**config.mk**
```make
export PLATFORM = sky130hd
export DESIGN_NAME = bsw_band_sequencer
export DESIGN_NICKNAME = d
export VERILOG_FILES = /design/src/rtl/bsw_pkg.sv /design/src/rtl/bsw_pe_wr_gen.sv /design/src/rtl/bsw_band_sequencer.sv
export SDC_FILE = /design/constraint.sdc
export NUM_CORES = 1
export LEC_CHECK = 0
export ABC_CLOCK_PERIOD_IN_PS = 2700
export CORE_MARGIN = 4
export CORE_UTILIZATION = 29
export CTS_BUF_LIST = sky130_fd_sc_hd__clkbuf_8
export DETAILED_ROUTE_END_ITERATION = 8
export SYNTH_ARGS = -nofsm -noshare
export SYNTH_HDL_FRONTEND = slang
export SYNTH_HIERARCHICAL = 1
export SYNTH_SLANG_ARGS = --single-unit
```
**constraint.sdc**
```tcl
create_clock -name clk -period 2.7 [get_ports clk]
set_clock_uncertainty 0.05 [all_clocks]
set_input_delay 0.27 -clock clk [delete_from_list [all_inputs] [get_ports clk]]
set_output_delay 0.27 -clock clk [all_outputs]
set_load 0.03 [all_outputs]
```
**src/rtl/bsw_pkg.sv**
```systemverilog
// Shared sizing, state encoding and payload types for the banded Smith-Waterman sequencer.
package bsw_pkg;

   localparam int unsigned B        = 4;
   localparam int unsigned L        = 8;
   localparam int unsigned SYM_W    = 3;
   localparam int unsigned TB_MAX   = 4 * L;
   localparam int unsigned D        = 2 * L - B;
   localparam int unsigned IDX_W    = $clog2(L);
   localparam int unsigned WAVE_W   = $clog2(2 * L);
   localparam int unsigned ADDR_W   = $clog2(D);
   localparam int unsigned CNT_W    = $clog2(2 * L);
   localparam int unsigned TB_CNT_W = $clog2(TB_MAX);
   localparam int unsigned WR_W     = WAVE_W + 1;

   typedef enum logic [2:0] {
      IDLE,
      LOAD_Q,
      PRIME_R,
      BAND,
      FLUSH,
      TB,
      DONE
   } state_t;

   // Aligned output pair as written by the traceback datapath.
   typedef struct packed {
      logic [SYM_W-1:0] q;
      logic [SYM_W-1:0] r;
   } sym_pair_t;

endpackage

```
**src/rtl/bsw_pe_wr_gen.sv**
```systemverilog
// Per-PE score-memory write strobes and addresses, one cycle after each R shift.
module bsw_pe_wr_gen
   import bsw_pkg::*;
(
   input  logic                    clk,
   input  logic                    reset,
   input  logic                    shift,
   input  logic [WAVE_W-1:0]       wave,
   output logic [B-1:0]            pe_we,
   output logic [B*ADDR_W-1:0]     pe_addr
);

   localparam int unsigned EXT_W = WAVE_W + 1;

   logic [B-1:0]        we_c;
   logic [B*ADDR_W-1:0] addr_c;
   logic [EXT_W-1:0]    w_ext;

   // PE i owns waves i+1 .. i+D; its address is the offset into that window.
   always_comb begin
      we_c   = '0;
      addr_c = '0;
      w_ext  = EXT_W'(wave);
      for (int unsigned i = 0; i < B; i++) begin
         if (shift && (w_ext >= EXT_W'(i + 1)) && (w_ext <= EXT_W'(i + D))) begin
            we_c[i]                     = 1'b1;
            addr_c[i*ADDR_W +: ADDR_W]  = ADDR_W'(w_ext - EXT_W'(i + 1));
         end
      end
   end

   always_ff @(posedge clk) begin
      if (!reset) begin
         pe_we   <= '0;
         pe_addr <= '0;
      end else begin
         pe_we   <= we_c;
         pe_addr <= addr_c;
      end
   end

endmodule

```
**src/rtl/bsw_band_sequencer.sv**
```systemverilog
// Control FSM for the banded Smith-Waterman array: symbol fetch, shift enables,
// score-write generation, traceback supervision and completion/timeout reporting.
module bsw_band_sequencer
   import bsw_pkg::*;
(
   input  logic                    clk,
   input  logic                    reset,
   input  logic                    start,
   output logic [IDX_W-1:0]        q_idx,
   output logic [IDX_W-1:0]        r_idx,
   output logic                    r_zero,
   output logic                    en_q,
   output logic                    en_r,
   output logic                    sr_clear,
   output logic [WAVE_W-1:0]       wave,
   output logic [B-1:0]            pe_we,
   output logic [B*ADDR_W-1:0]     pe_addr,
   output logic                    tb_start,
   input  logic                    tb_finish,
   output logic                    out_we,
   output logic [WAVE_W-1:0]       out_idx,
   output logic                    busy,
   output logic                    ready,
   output logic                    tb_err
);

   state_t state, state_nxt;

   logic [CNT_W-1:0]    cnt, cnt_d;
   logic [IDX_W-1:0]    q_ptr, q_ptr_d, r_ptr, r_ptr_d;
   logic [TB_CNT_W-1:0] tb_cnt, tb_cnt_d;
   logic [WR_W-1:0]     wr_cnt, wr_cnt_d;

   logic [IDX_W-1:0]    q_idx_d, r_idx_d;
   logic [WAVE_W-1:0]   wave_d, out_idx_d;
   logic                r_zero_d, en_q_d, en_r_d, sr_clear_d, tb_start_d;
   logic                out_we_d, busy_d, ready_d, tb_err_d;

   logic                go, tb_live, tb_timeout, tb_end;

   // Outputs trail the state by one cycle, so TB cycles count only once tb_start is visible.
   assign go         = start && ((state == IDLE) || (state == DONE));
   assign tb_live    = (state == TB) && tb_start;
   assign tb_timeout = tb_live && !tb_finish && (tb_cnt == TB_CNT_W'(TB_MAX - 1));
   assign tb_end     = tb_live && (tb_finish || tb_timeout);

   always_ff @(posedge clk) begin
      if (!reset) state <= IDLE;
      else        state <= state_nxt;
   end

   always_comb begin
      state_nxt = state;
      case (state)
         IDLE, DONE: if (start)                                  state_nxt = LOAD_Q;
         LOAD_Q:     if (cnt == CNT_W'(B - 1))                   state_nxt = PRIME_R;
         PRIME_R:    if (cnt == CNT_W'(B - 1))                   state_nxt = BAND;
         BAND:       if (cnt == CNT_W'(2 * (L - B) - 1))         state_nxt = FLUSH;
         FLUSH:      if (wave == WAVE_W'(2 * L - 2))             state_nxt = TB;
         TB:         if (tb_end)                                 state_nxt = DONE;
         default:                                                state_nxt = IDLE;
      endcase
   end

   always_comb begin
      sr_clear_d = 1'b0;
      en_q_d     = 1'b0;
      en_r_d     = 1'b0;
      r_zero_d   = 1'b0;
      tb_start_d = 1'b0;
      out_we_d   = 1'b0;
      q_idx_d    = q_idx;
      r_idx_d    = r_idx;
      wave_d     = wave;
      out_idx_d  = out_idx;
      tb_err_d   = tb_err;
      q_ptr_d    = q_ptr;
      r_ptr_d    = r_ptr;
      tb_cnt_d   = tb_cnt;
      wr_cnt_d   = wr_cnt;
      busy_d     = (state_nxt != IDLE) && (state_nxt != DONE);
      ready_d    = (state_nxt == DONE);

      if (state_nxt != state)
         cnt_d = '0;
      else if ((state == LOAD_Q) || (state == PRIME_R) || (state == BAND))
         cnt_d = cnt + CNT_W'(1);
      else
         cnt_d = cnt;

      case (state)
         IDLE, DONE: begin
            if (go) begin
               sr_clear_d = 1'b1;
               wave_d     = '0;
               tb_err_d   = 1'b0;
               q_idx_d    = '0;
               r_idx_d    = '0;
               out_idx_d  = '0;
               q_ptr_d    = '0;
               r_ptr_d    = '0;
               tb_cnt_d   = '0;
               wr_cnt_d   = '0;
            end
         end
         LOAD_Q:  en_q_d = 1'b1;
         PRIME_R: en_r_d = 1'b1;
         BAND: begin
            if (!cnt[0]) en_q_d = 1'b1;
            else         en_r_d = 1'b1;
         end
         FLUSH: begin
            en_r_d   = 1'b1;
            r_zero_d = 1'b1;
         end
         TB: begin
            tb_start_d = !tb_end;
            if (tb_live && !tb_finish) begin
               tb_cnt_d = tb_cnt + TB_CNT_W'(1);
               // Writes stop once every output slot 0..2L-1 has been used.
               if (wr_cnt != WR_W'(2 * L)) begin
                  out_we_d  = 1'b1;
                  out_idx_d = WAVE_W'(wr_cnt);
                  wr_cnt_d  = wr_cnt + WR_W'(1);
               end
               if (tb_timeout) tb_err_d = 1'b1;
            end
         end
         default: ;
      endcase

      if (en_q_d) begin
         q_idx_d = q_ptr;
         q_ptr_d = q_ptr + IDX_W'(1);
      end
      if (en_r_d) begin
         wave_d = wave + WAVE_W'(1);
         if (!r_zero_d) begin
            r_idx_d = r_ptr;
            r_ptr_d = r_ptr + IDX_W'(1);
         end
      end
   end

   always_ff @(posedge clk) begin
      if (!reset) begin
         q_idx    <= '0;
         r_idx    <= '0;
         r_zero   <= 1'b0;
         en_q     <= 1'b0;
         en_r     <= 1'b0;
         sr_clear <= 1'b0;
         wave     <= '0;
         tb_start <= 1'b0;
         out_we   <= 1'b0;
         out_idx  <= '0;
         busy     <= 1'b0;
         ready    <= 1'b0;
         tb_err   <= 1'b0;
         cnt      <= '0;
         q_ptr    <= '0;
         r_ptr    <= '0;
         tb_cnt   <= '0;
         wr_cnt   <= '0;
      end else begin
         q_idx    <= q_idx_d;
         r_idx    <= r_idx_d;
         r_zero   <= r_zero_d;
         en_q     <= en_q_d;
         en_r     <= en_r_d;
         sr_clear <= sr_clear_d;
         wave     <= wave_d;
         tb_start <= tb_start_d;
         out_we   <= out_we_d;
         out_idx  <= out_idx_d;
         busy     <= busy_d;
         ready    <= ready_d;
         tb_err   <= tb_err_d;
         cnt      <= cnt_d;
         q_ptr    <= q_ptr_d;
         r_ptr    <= r_ptr_d;
         tb_cnt   <= tb_cnt_d;
         wr_cnt   <= wr_cnt_d;
      end
   end

   bsw_pe_wr_gen u_pe_wr_gen (
      .clk     (clk),
      .reset   (reset),
      .shift   (en_r),
      .wave    (wave),
      .pe_we   (pe_we),
      .pe_addr (pe_addr)
   );

endmodule

```
==> metrics.txt, run 1 <==
result of the run finished clean; Slowest-stage cell, CP a211oi_1; final wirelength 6465 um; GP Congestion between 0.8 and 0.9; DR pass1 iterations 4; Post-synth EDFFs 0; port bufs 46; Achievable Freq roughly 450 MHz; Worst Tran Pin Value 675.1 ps; type of the worst setup path reg2reg; Reg clk slew, reported paths 70 ps; Comb pwr share 0.046; die width 110.3 um; CTS Buffer Depth 2; H-tree depth 3; Power Density 571.4 mW/mm2; fin cells 518; Synth top area share 0.4351; Leak 1.503 nW; Detailed Route Iter0 Violations 85; CP top delay family compound AO/OA/AOI/OAI gates; slew margin rel. 0.5499; post-synth top area cell dfxtp_1; syn avg cell area 9.174 um2; Die Ht roughly 110 um; HP Class reg2reg; most frequent cells after synthesis dfxtp_1, nor2_1, nand2_1; layout cells sized above 1 0.07592; clk_lat worst skew 350 ps; P_sw between 0.4 and 0.5 mW; Global Route Usage Sum 0.1152; Clock Sinks 66; fin crit share 0.8227; peak supply drop 299.1 uV; Synth Flop Type dfxtp_1; num ports 47; top post-synthesis cells by area dfxtp_1, ha_1, nor2_1; CP Launch Type register; WP buf/inv 1; Vias per Instance 4.651; CP max FO 11; Core ar. roughly 0.010 mm2; crit end category register; register bit total from synthesis 66; initial core utilization 0.2955; most numerous cell in the Yosys netlist dfxtp_1; Cell Rows 37; clock share of power 0.508; ant diodes 0; Die ar. about 0.012 mm2; post-synth net total 356; Pint 1.754 mW; synthesis-to-layout area growth 27.77%; Hold Fails Final Rpt 0; Hold Buf Count CTS 0; placed cell count about 500; crit-path cells buf_4 > ha_1 > o21ai_0 > a21oi_1 > a21oi_1 > a211oi_1 > nor4_1; Inserted Clock Buffers 9; Antenna Nets Post-Route 0; min Tclk post-route 2221 ps; setup TNS 0 ps; Distinct cells, synth 54; Crit path largest cell delay 450 ps; DR WL/cell 12.48 um; Layout Nets between 400 and 500; max_cap viols 0; total number of vias roughly 2,400; CTS root buffer clkbuf_8; largest net degree at the start of global routing 31; post-CTS repair timing setup buffer count 0; Resize count post-CTS 0; warning count from the yosys run 6; vias in the first global route between 2,000 and 2,500; initial antenna violation count 0; Post-synth ARST share 0; first-pass GRT wire length 10,930 um; synthesized instance count 331; hpwl dp 4612 um; CTS tree yes; crit path DAT 2380 ps; Total Power 2.217 mW; register share of total power 0.447; grt ovf 0; Worst Hold Slack 413.7 ps; DRC 0; Slew Viols, Final 0; cell mode on critical path a21oi_1; sequential-to-total area share from yosys stat 0.4351; Critical Path RT 2860 ps; final setup fails 0; sw frac 0.2090; post-synth design cell area 0.003037 mm2; RSZ-0062 raised after global routing no
## stage by stage
step | utilization | setup slack [ps] | instance area (um2)
finish | 0.3775 | 478.6 | 3880
global route | 0.3775 | 216.6 | 3880
CTS | 0.3775 | 504.3 | 3880
detailed placement | 0.3507 | 520.0 | 3605
global placement | 0.3507 | 582.3 | 3605
floorplan | - | 796.4 | 3037
## power groups by stage
stage                     Clock [mW]  Sequential, mW  Combinational [mW]
final                           1.13           0.991               0.101
after global routing            1.20           0.992               0.114
after CTS                       1.16           0.991               0.102
after detailed placement           0            1.01               0.102
after global placement             0            1.01               0.100
after floorplan                    0            1.02              0.0663
## final cells by class
cell class                      instances  area (um2)
Sequential cell                        66        1321
Tap cell                              136       170.2
Fill cell                            1070        6397
Clock buffer                           10       137.6
Clock inverter                          6       137.6
Inverter                               16       60.06
Multi-Input combinational cell        234        1563
Timing Repair Buffer                   50       490.5
## worst reg2reg max path, delay by kind of cell (launching register included)
kind | cells | cell delay [ps]
and+or+nand+nor | 1 | 110
DFF | 1 | 410
buffers and inverters | 1 | 220
adders and majority gates | 1 | 300
AOI/OAI and AO/OA | 4 | 990
## flip-flops by register name, summed over array words and instances (netlist names), 3 cells and up
| name | cells |
|---|---|
| q_ptr | 3 |
| r_ptr | 3 |
| out_idx | 4 |
| cnt | 4 |
| wave | 4 |
| r_idx | 3 |
| q_idx | 3 |
| tb_cnt | 5 |
| u_pe_wr_gen/pe_we | 4 |
| state | 3 |
| wr_cnt | 5 |
| u_pe_wr_gen/pe_addr | 16 |
## per-layer routing
layer,part of all wire,wire [um],global-route usage,vias to the layer above
met5,0,0,0,-
met4,0.019,123,0.05277,0
met3,0.079,508,0.03960,11
met2,0.44,2868,0.1776,80
met1,0.46,2963,0.1448,1098
li1,-,-,-,1220
## logic make-up (layout without fill, tap and decap cells)
family / after synthesis / after routing / synth area share
AND/OR/NAND/NOR: 135 / 135 / 0.2316
flip-flops: 66 / 66 / 0.4351
AO/OA/AOI/OAI: 56 / 56 / 0.1294
buffers and inverters: 31 / 82 / 0.05027
adder cells (fa/ha/maj): 21 / 21 / 0.08653
XOR/XNOR: 19 / 19 / 0.05727
multiplexers: 3 / 3 / 0.009889
## cell usage in the layout (no fill, tap or decap), types with 8 or more instances in the layout
cell type,instances
dfxtp_1,66
clkdlybuf4s50_1,46
nor2_1,34
nand2_1,30
ha_1,21
inv_1,15
nand3_1,14
nor2b_1,11
a21oi_1,11
xor2_1,11
a21boi_0,10
clkbuf_8,10
o21ai_0,9
and2_1,8
## worst paths after layout
| path | slack [ps] | cells after the start | start | to |
|---|---|---|---|---|
| min reg2reg | 410 | 2 | tb_cnt[4] | tb_cnt[4] |
| max reg2reg | 480 | 7 | state[2] | cnt[2] |
| min | 410 | 2 | tb_cnt[4] | tb_cnt[4] |
| max | 480 | 7 | state[2] | cnt[2] |
Power figures use the tool's default switching activity.
==> inputs of run 2 (changes only) <==
ABC_CLOCK_PERIOD_IN_PS = 2100   (was 2700)
clock period = 2.1 ns   (was 2.7 ns; I/O delays follow)
==> metrics.txt, run 2 (synthesis results as in run 1) <==
Pint 2.171 mW (+24%); CP max FO 11 (unchanged); Worst Hold Slack 423.1 ps (+9.393 ps); final setup fails 0 (unchanged); DR pass1 iterations 4 (unchanged); hold path cells 2 (unchanged); Core Util, Final 0.3887 (+0.01120); Die ar. 0.01217 mm2 (unchanged); initial core utilization 0.2955 (unchanged); slew margin rel. 0.6507 (+0.1007); Worst path depth 1 (-6); hpwl dp 4773 um (+3.5%); P_sw 0.5757 mW (+24%); first-pass GRT wire length 11,300 um (+3.4%); filler cell count 1,059 (-1.0%); Clock Sinks 66 (unchanged); Hold Path End tb_cnt[4]; most frequent cells in the layout dfxtp_1, clkdlybuf4s50_1, nor2_1, nand2_1, ha_1; CP Launch Type register; worst setup margin 160.0 ps (-318.7 ps); num ports 47 (unchanged); Vias per Instance 4.555 (-2.1%); peak supply drop 401.3 uV (+34%); worst reg2reg path endpoint cnt[1]; crit-path cells clkdlybuf4s50_1; Worst Tran Pin Value 518.5 ps (-156.6 ps); initial antenna violation count 0 (unchanged); final wirelength 6575 um (+1.7%); Power Density 687.6 mW/mm2 (+20%); Leak 1.565 nW (+4.1%); RSZ-0062 raised after global routing no; Layout Nets 414 (+3.0%); DRC 0 (unchanged); layout cells sized above 1 0.1294 (+0.05353); Regs by FF count u_pe_wr_gen/pe_addr: 16 flops, tb_cnt: 5 flops, wr_cnt: 5 flops; port bufs 46 (unchanged); WP buf/inv 1 (unchanged); clk_lat worst skew 340 ps (about the same); max_cap viols 0 (unchanged); Slowest-stage cell, CP clkdlybuf4s50_1; sw frac 0.2096 (+0.0005447); total number of vias 2,414 (+0.21%); commonest non-fill, non-tap cell in the layout dfxtp_1; CP top delay family buffers and inverters; Detailed Route Iter0 Violations 109 (+28%); HP Class reg2reg; HP Start tb_cnt[4]; Crit path largest cell delay 760 ps (+310 ps); ant diodes 0 (unchanged); Antenna Nets Post-Route 0 (unchanged); dpl cell area 0.003695 mm2 (+2.5%); Cell Rows 37 (unchanged); result of the run finished clean; H-tree depth 3 (unchanged); type of the worst setup path reg2out; Hold Fails Final Rpt 0 (unchanged); clock share of power 0.483 (-0.025); fin crit share 0.9238; placed cell count 514 (+2.4%); Inserted Clock Buffers 9 (unchanged); min Tclk post-route about 1900 ps; fin cells 530 (+2.3%); largest net degree at the start of global routing 31 (unchanged); final instance area 0.003995 mm2 (+3.0%); grt ovf 0 (unchanged); Achievable Freq 515.5 MHz; crit path DAT 1680 ps (-700 ps); register share of total power 0.463 (+0.016); Critical Path RT 1840 ps (-1020 ps); flop-to-flop setup slack 160 ps (-320 ps); synthesis-to-layout area growth 31.56%; die width 110.3 um (unchanged); setup TNS 0 ps (unchanged); Comb pwr share 0.055 (+0.009); Reg with most FFs u_pe_wr_gen/pe_addr; FF-to-FF path depth 6 (-1); Slew Viols, Final 0 (unchanged); vias in the first global route 2,395 (+2.7%); Reg clk slew, reported paths 70 ps (about the same); R2R Path Start cnt[1]; Global Route Usage Sum 0.1184 (+0.003211); post-CTS repair timing setup buffer count 0 (unchanged); CTS Buffer Depth 2 (unchanged); crit end category primary output; Die Ht 110.3 um (unchanged); CTS root buffer clkbuf_8; CTS tree yes; GP Congestion 0.7723 (-6.6%); Largest register FFs 16 (unchanged); Core ar. 0.01028 mm2 (unchanged); DR WL/cell 12.41 um (-0.60%); Placement Setup Slack -14.73 ps (-534.7 ps); Total Power 2.747 mW (+24%)
run 2: cell types whose count changed in the layout (fill, tap and decap cells not counted), moves of 2 or more:
| cell | delta |
|---|---|
| a211oi_2 | +2 |
| dfxtp_2 | +2 |
| a211oi_1 | -2 |
| buf_4 | +12 |
| clkinv_4 | -2 |
| clkinv_2 | +2 |
| dfxtp_1 | -2 |
run 2: timing repair:
| item | 4_1_cts | 5_1_grt |
|---|---|---|
| resized for setup | 1 | 11 |
| hold buffers | 0 | 0 |
| setup endpoints to repair | 1 | 4 |
| pin swaps | 1 | 9 |
| hold endpoints to repair | 0 | 0 |
run 2: routing by layer:
metal / GRT usage / wire length [um] / share of wire
met3: 0.03378 / 393 / 0.060
met5: 0 / 0 / 0
met2: 0.1880 / 2957 / 0.45
met1: 0.1513 / 3153 / 0.48
met4: 0.04749 / 70 / 0.011
run 2: layout make-up:
cell class	count	area (um2)	area share
flip-flops and latches	66	1324	0.3314
repair buffers	62	580.6	0.1453
multi-input cells	234	1609	0.4028
clock inverters	5	100.1	0.02505
inverters	16	60.06	0.01503
clock buffers	11	151.4	0.03790
well taps	136	170.2	0.04259
run 2: how the worst max path moves through the flow:
stage / startpoint / end / slack [ps]
5_1_grt: cnt[1] / cnt[1] / 10
6_report: wave[3] / wave[3] / 160
3_5_place_dp: tb_cnt[0] / cnt[0] / -10
4_1_cts: tb_cnt[0] / cnt[1] / 0.8
2_1_floorplan: tb_cnt[0] / cnt[0] / 200
3_3_place_gp: tb_cnt[0] / cnt[0] / 90
run 2: power groups by stage:
| stage | Combinational (mW) | Clock, mW | Sequential [mW] |
|---|---|---|---|
| global placement | 0.143 | 0 | 1.30 |
| floorplan | 0.0852 | 0 | 1.31 |
| finish | 0.150 | 1.33 | 1.27 |
| global route | 0.168 | 1.42 | 1.27 |
| CTS | 0.145 | 1.36 | 1.27 |
| detailed placement | 0.144 | 0 | 1.30 |
